==> config.mk <==
export PLATFORM = sky130hd
export DESIGN_NAME = trace_capture_unit
export DESIGN_NICKNAME = d
export VERILOG_FILES = /design/src/rtl/trace_capture_unit.sv
export SDC_FILE = /design/constraint.sdc
export NUM_CORES = 2
export LEC_CHECK = 0
export ABC_CLOCK_PERIOD_IN_PS = 33400
export BUFFER_PORTS_ARGS = -buffer_cell sky130_fd_sc_hd__buf_2
export CAP_MARGIN = 20
export CORE_UTILIZATION = 40
export DETAILED_ROUTE_END_ITERATION = 10
export PLACE_DENSITY = 0.58
export SLEW_MARGIN = 30
export SYNTH_ARGS = -nofsm -noshare
export SYNTH_HDL_FRONTEND = slang
export SYNTH_SLANG_ARGS = --single-unit
==> constraint.sdc <==
create_clock -name clk -period 33.4 [get_ports clk]
set_input_delay 6.68 -clock clk [delete_from_list [all_inputs] [get_ports clk]]
set_output_delay 6.68 -clock clk [all_outputs]
set_load 0.02 [all_outputs]
==> src/rtl/trace_capture_unit.sv <==
// trace_capture_unit: timestamps fetch, data-access and retire events of each instruction
// and emits one trace record per retired instruction through a valid/ready register.
module trace_capture_unit #(
    parameter int INSTR_ADDR_WIDTH = 32,
    parameter int INSTR_DATA_WIDTH = 32,
    parameter int DATA_ADDR_WIDTH  = 32,
    parameter int TS_WIDTH         = 32,
    parameter int DEPTH            = 8
) (
    input  logic                        clk,
    input  logic                        rst,
    input  logic                        instr_req,
    input  logic                        instr_grant,
    input  logic                        instr_rvalid,
    input  logic [INSTR_ADDR_WIDTH-1:0] instr_addr,
    input  logic [INSTR_DATA_WIDTH-1:0] instr_rdata,
    input  logic                        data_mem_req,
    input  logic                        data_mem_grant,
    input  logic                        data_mem_rvalid,
    input  logic [DATA_ADDR_WIDTH-1:0]  data_mem_addr,
    input  logic                        retire_i,
    input  logic                        illegal_i,
    output logic                        trace_valid_o,
    input  logic                        trace_ready_i,
    output logic [INSTR_ADDR_WIDTH-1:0] pc_o,
    output logic [INSTR_DATA_WIDTH-1:0] instr_o,
    output logic [DATA_ADDR_WIDTH-1:0]  mem_addr_o,
    output logic [TS_WIDTH-1:0]         t_fetch_req_o,
    output logic [TS_WIDTH-1:0]         t_fetch_done_o,
    output logic [TS_WIDTH-1:0]         t_mem_req_o,
    output logic [TS_WIDTH-1:0]         t_mem_done_o,
    output logic [TS_WIDTH-1:0]         t_retire_o,
    output logic                        has_mem_o,
    output logic                        illegal_o,
    output logic [15:0]                 drop_count_o,
    output logic                        overflow_o,
    output logic                        sync_error_o
);
    localparam int AW = $clog2(DEPTH);

    logic [TS_WIDTH-1:0]         ts;
    logic                        pend;
    logic [INSTR_ADDR_WIDTH-1:0] pend_pc;
    logic [TS_WIDTH-1:0]         pend_t;

    logic [INSTR_ADDR_WIDTH-1:0] q_pc    [DEPTH];
    logic [INSTR_DATA_WIDTH-1:0] q_instr [DEPTH];
    logic [DATA_ADDR_WIDTH-1:0]  q_maddr [DEPTH];
    logic [TS_WIDTH-1:0]         q_tfr   [DEPTH];
    logic [TS_WIDTH-1:0]         q_tfd   [DEPTH];
    logic [TS_WIDTH-1:0]         q_tmr   [DEPTH];
    logic [TS_WIDTH-1:0]         q_tmd   [DEPTH];
    logic [DEPTH-1:0]            q_mg, q_mw, q_hm;
    logic [AW-1:0]               head, tail;
    logic [AW:0]                 count;

    logic                        empty, full, push, pop, push_ok, dgrant, drv, load, sync_set, h_hm;
    logic [TS_WIDTH-1:0]         h_tmd;

    always_comb begin
        empty    = count == '0;
        full     = count == (AW+1)'(DEPTH);
        push     = instr_rvalid && pend;
        pop      = retire_i && !empty;
        push_ok  = push && (!full || pop);
        // q_mg marks that the head already saw its first data grant; q_mw that it awaits rvalid
        dgrant   = data_mem_req && data_mem_grant && !empty && !q_mg[head];
        drv      = data_mem_rvalid && !empty && q_mw[head];
        h_hm     = q_hm[head] || drv;
        h_tmd    = drv ? ts : q_tmd[head];
        load     = pop && (!trace_valid_o || trace_ready_i);
        sync_set = (instr_rvalid && !pend) || (data_mem_req && data_mem_grant && empty) ||
                   (retire_i && empty) || (push && !push_ok);
    end

    always_ff @(posedge clk or posedge rst) begin
        if (rst) begin
            ts             <= '0;
            pend           <= 1'b0;
            pend_pc        <= '0;
            pend_t         <= '0;
            head           <= '0;
            tail           <= '0;
            count          <= '0;
            trace_valid_o  <= 1'b0;
            pc_o           <= '0;
            instr_o        <= '0;
            mem_addr_o     <= '0;
            t_fetch_req_o  <= '0;
            t_fetch_done_o <= '0;
            t_mem_req_o    <= '0;
            t_mem_done_o   <= '0;
            t_retire_o     <= '0;
            has_mem_o      <= 1'b0;
            illegal_o      <= 1'b0;
            drop_count_o   <= '0;
            overflow_o     <= 1'b0;
            sync_error_o   <= 1'b0;
        end else begin
            ts <= ts + 1'b1;
            // a completing fetch clears pending before a same-cycle grant re-arms it
            if (push) pend <= 1'b0;
            if (instr_req && instr_grant) begin
                pend    <= 1'b1;
                pend_pc <= instr_addr;
                pend_t  <= ts;
            end
            head  <= head + AW'(pop);
            tail  <= tail + AW'(push_ok);
            count <= count + (AW+1)'(push_ok) - (AW+1)'(pop);
            trace_valid_o <= load || (trace_valid_o && !trace_ready_i);
            if (load) begin
                pc_o           <= q_pc[head];
                instr_o        <= q_instr[head];
                t_fetch_req_o  <= q_tfr[head];
                t_fetch_done_o <= q_tfd[head];
                mem_addr_o     <= h_hm ? q_maddr[head] : '0;
                t_mem_req_o    <= h_hm ? q_tmr[head] : '0;
                t_mem_done_o   <= h_hm ? h_tmd : '0;
                has_mem_o      <= h_hm;
                t_retire_o     <= ts;
                illegal_o      <= illegal_i;
            end
            if (pop && !load && drop_count_o != 16'hFFFF) drop_count_o <= drop_count_o + 16'd1;
            overflow_o   <= overflow_o || (pop && !load);
            sync_error_o <= sync_error_o || sync_set;
        end
    end

    always_ff @(posedge clk) begin
        if (dgrant) begin
            q_mg[head]    <= 1'b1;
            q_mw[head]    <= 1'b1;
            q_maddr[head] <= data_mem_addr;
            q_tmr[head]   <= ts;
        end
        if (drv) begin
            q_mw[head]  <= 1'b0;
            q_hm[head]  <= 1'b1;
            q_tmd[head] <= ts;
        end
        // a push into a slot being popped in the same cycle must win over head updates
        if (push_ok) begin
            q_pc[tail]    <= pend_pc;
            q_instr[tail] <= instr_rdata;
            q_tfr[tail]   <= pend_t;
            q_tfd[tail]   <= ts;
            q_mg[tail]    <= 1'b0;
            q_mw[tail]    <= 1'b0;
            q_hm[tail]    <= 1'b0;
        end
    end
endmodule

==> run_results.csv <==
group,metric,value,unit
outcome,status,"complete, no violations",
timing,hold_violations,0,
die,rows,165,
die,ios,384,
timing,rsz0062_at_grt,"false",
die,die_x,453.5,um
global_routing,grt_usage,21.95,%
die,core_region_area,202300,um^2
worst_setup_path,r2r-end,"q_tmr[5][28]",
global_routing,antenna_found_initial,20,
synthesis,synth-seq-cells,2200,
worst_setup_path,cp.required,33.81,ns
power_and_ir_drop,leakage,32.94,nW
routing,drt_first_iter_violations,4719,
timing,tightest_slew,1.036,ns
routing,ant_nets,0,
layout,fin_nets,5212,
synthesis,syn_inst,4680,
die,fp.dieH,453.5,um
layout,fillers,17267,
timing,clock.fmax,114.4,MHz
worst_setup_path,path_cells,"buf_2 > nand2b_1 > a31oi_1 > nand2_1 > nor3_2 > buf_4 > buf_4",
power_and_ir_drop,p_sw_share,33.68,%
synthesis,synth_commonest_cells,"1,792 x edfxtp_1, 384 x dfrtp_1, 316 x nand2_1",
worst_setup_path,rrSetupSlack,28.30,ns
synthesis,synth_area_leaders,"edfxtp_1 66%, dfrtp_1 12%, a221oi_1 2.0%",
clock_network,post_cts.repair.setup_buffers,0,
worst_setup_path,arrival,9.15,ns
synthesis,synth_enable_flop_cells,1792,
worst_setup_path,cp-end-kind,"flip-flop",
worst_setup_path,critPathMaxFanout,48,
routing,drc,0,
worst_setup_path,crit_start,"retire_i",
worst_setup_path,max_stage_delay,0.81,ns
placement,io_buffers,383,
timing,min_period_over_period,26.18,%
power_and_ir_drop,clkPwrFrac,30.2,%
min_path,hold_path_class,"flip-flop to flip-flop",
clock_network,cts-buffers-inserted,221,
worst_setup_path,r2r_cells,8,
routing,via_per_inst,5.729,
routing,first_pass_iters,5,
placement,gp_congestion,0.7578,
synthesis,synth_nets,4798,
synthesis,synth_seq_area_share,78.36,%
power_and_ir_drop,power_switching,2.775,mW
clock_network,cts_tree,"yes",
clock_network,clkSinkCount,2200,
timing,setup_tns,0,ns
synthesis,synth-main-ff-cell,"edfxtp_1",
worst_setup_path,crit_type,"primary input to flip-flop",
layout,post_route_cells_drive_above_1_share,20.67,%
worst_setup_path,cp-start-kind,"primary input",
worst_setup_path,endpoint,"q_tfd[1][21]",
power_and_ir_drop,vdd.ir_drop.worst,0.06579,mV
synthesis,yosys_warnings,0,
synthesis,synth_top_area_cell,"edfxtp_1",
global_routing,grt_overflow,0,
power_and_ir_drop,p_total,8.240,mW
layout,area_delta_synth_final,15.04,%
routing,vias,45638,
synthesis,synth_top_cell_area_share,65.99,%
power_and_ir_drop,comb_power_share,27.6,%
synthesis,synth_area,81550,um^2
clock_network,ctsResizeCount,0,
routing,routed_wl,229300,um
timing,setup_violations,0,
global_routing,grt_pass1_vias,45029,
clock_network,clk_latency,0.85,ns
worst_setup_path,reg2reg_from,"head[2]",
power_and_ir_drop,power_frac_seq,42.2,%
worst_setup_path,slowest_stage,"buf_4",
die,die-area,205700,um^2
timing,fin_crit,8.743,ns
clock_network,root_buffer,"clkbuf_16",
global_routing,grt_max_degree,180,
die,initial_core_util,40.31,%
job,max-cap-violations,0,
clock_network,clkTransAtPathRegs,0.06,ns
synthesis,post-synth-top-count-cell,"edfxtp_1",
placement,place_hpwl,121300,um
power_and_ir_drop,power.density,87.84,nW/um^2
synthesis,async_flop_share,17.45,%
timing,maxSlewViolCount,0,
synthesis,yosys.cell_types.count,74,
clock_network,ctsLongestPathBuffers,3,
synthesis,syn_area_per_cell,17.42,um^2
routing,wl_per_cell,28.78,um
global_routing,grt_pass1_wl,326300,um
timing,finalClockSkew,0.07040,ns
power_and_ir_drop,cell_internal_pwr,5.465,mW
clock_network,h-tree-depth,4,
clock_network,hold_buffers,0,
timing,slew_headroom,30.93,%
worst_setup_path,cpMostUsedCell,"buf_4",
[power by group through the flow]
stage	combinational [mW]	clock (mW)	sequential [mW]
2_1_floorplan	1.34	0	3.63
3_3_place_gp	2.28	0	3.53
3_5_place_dp	2.30	0	3.54
4_1_cts	2.30	2.53	3.49
5_1_grt	2.43	2.63	3.51
6_report	2.27	2.49	3.48
[cell families (layout without fill, tap and decap cells)]
family	after synthesis	after routing	share of synthesized area, %
buffers and inverters	332	940	2.205
DFF	2200	2200	78.36
AOI/OAI and AO/OA	1070	1070	9.591
adders and majority gates	11	11	0.1780
other	0	6	0
and+or+nand+nor	661	661	3.509
muxes	359	359	5.652
xor gates and xnor gates	47	47	0.5048
[cell type report]
type                            count  area, um^2  share of cell area, %
Clock buffer                      313        6161                  6.567
Timing Repair Buffer              508        3045                  3.246
Tap cell                         2672        3343                  3.564
Inverter                           15       63.81                0.06802
Antenna cell                        6       15.01                0.01600
Sequential cell                  2200       63930                  68.14
Clock inverter                    104        1150                  1.226
Multi-Input combinational cell   2148       16110                  17.17
[sequential cells by signal, summed over array words and instances (netlist names), 4 cells and up]
register        cells
q_pc              256
t_fetch_req_o      32
q_tfr             256
q_mg                8
q_tmd             256
mem_addr_o         32
t_mem_req_o        32
pend_t             32
pend_pc            32
ts                 32
t_retire_o         32
q_hm                8
instr_o            32
t_mem_done_o       32
pc_o               32
q_instr           256
t_fetch_done_o     32
q_tmr             256
q_tfd             256
q_maddr           256
count               4
drop_count_o       16
q_mw                8
[worst max-delay path: cells and delay by family]
kind,cells,cell delay (ns)
buffers and inverters,3,1.62
and+or+nand+nor,3,0.48
AOI/OAI and AO/OA,1,0.26
[routing by layer]
metal | vias up | global-route usage (%) | wire [um]
li1 | 19639 | - | -
met1 | 23990 | 29.57 | 93950
met2 | 1704 | 36.72 | 113600
met3 | 301 | 3.580 | 15780
met4 | 4 | 6.134 | 5893
met5 | - | 0 | 30
[how the worst min path moves through the flow]
stage	to	cells after the start	from
final	q_mg[1]	2	q_mg[1]
after global routing	mem_addr_o[14]	2	mem_addr_o[14]
after CTS	overflow_o	1	overflow_o
after detailed placement	q_hm[2]	2	q_hm[2]
after global placement	q_hm[2]	2	q_hm[2]
after floorplan	q_hm[2]	2	q_hm[2]
[through the flow]
step                util (%)  hold slack (ns)  std cells  setup WS [ns]  cell area, um^2
floorplan                  -           0.4284       4680          13.29            81550
global placement       42.67           0.4404       7538          23.42            86330
detailed placement     42.74           0.4495       7543          23.80            86470
CTS                    46.36           0.4676       7960          24.69            93780
global route           46.36           0.4902       7962          24.50            93800
finish                 46.37           0.4656       7966          24.66            93810
[cells in the final DEF, fill, tap and decap left out, types with 10 or more instances in the layout]
cell type / instances
o21ai_1: 17
a22oi_1: 45
nand4_1: 28
nor2_4: 11
o22ai_1: 131
buf_4: 110
a31oi_1: 110
dfrtp_1: 371
o31ai_1: 53
mux2_2: 126
inv_1: 13
edfxtp_1: 1792
a21oi_1: 93
a22o_1: 157
a222oi_1: 38
nor3_1: 12
nor2_1: 179
dfxtp_1: 24
nand3_1: 30
xnor2_1: 35
o211ai_1: 13
clkinv_2: 31
clkbuf_8: 20
mux4_2: 66
bufinv_16: 21
a221oi_1: 190
clkbuf_1: 68
nor3_2: 14
buf_2: 383
nand2_1: 313
o221ai_1: 52
clkinv_1: 33
xor2_1: 12
ha_1: 10
o21ai_0: 122
o22a_1: 15
clkbuf_16: 225
mux2i_1: 165
Note: power is estimated with default switching activity, not from simulation.
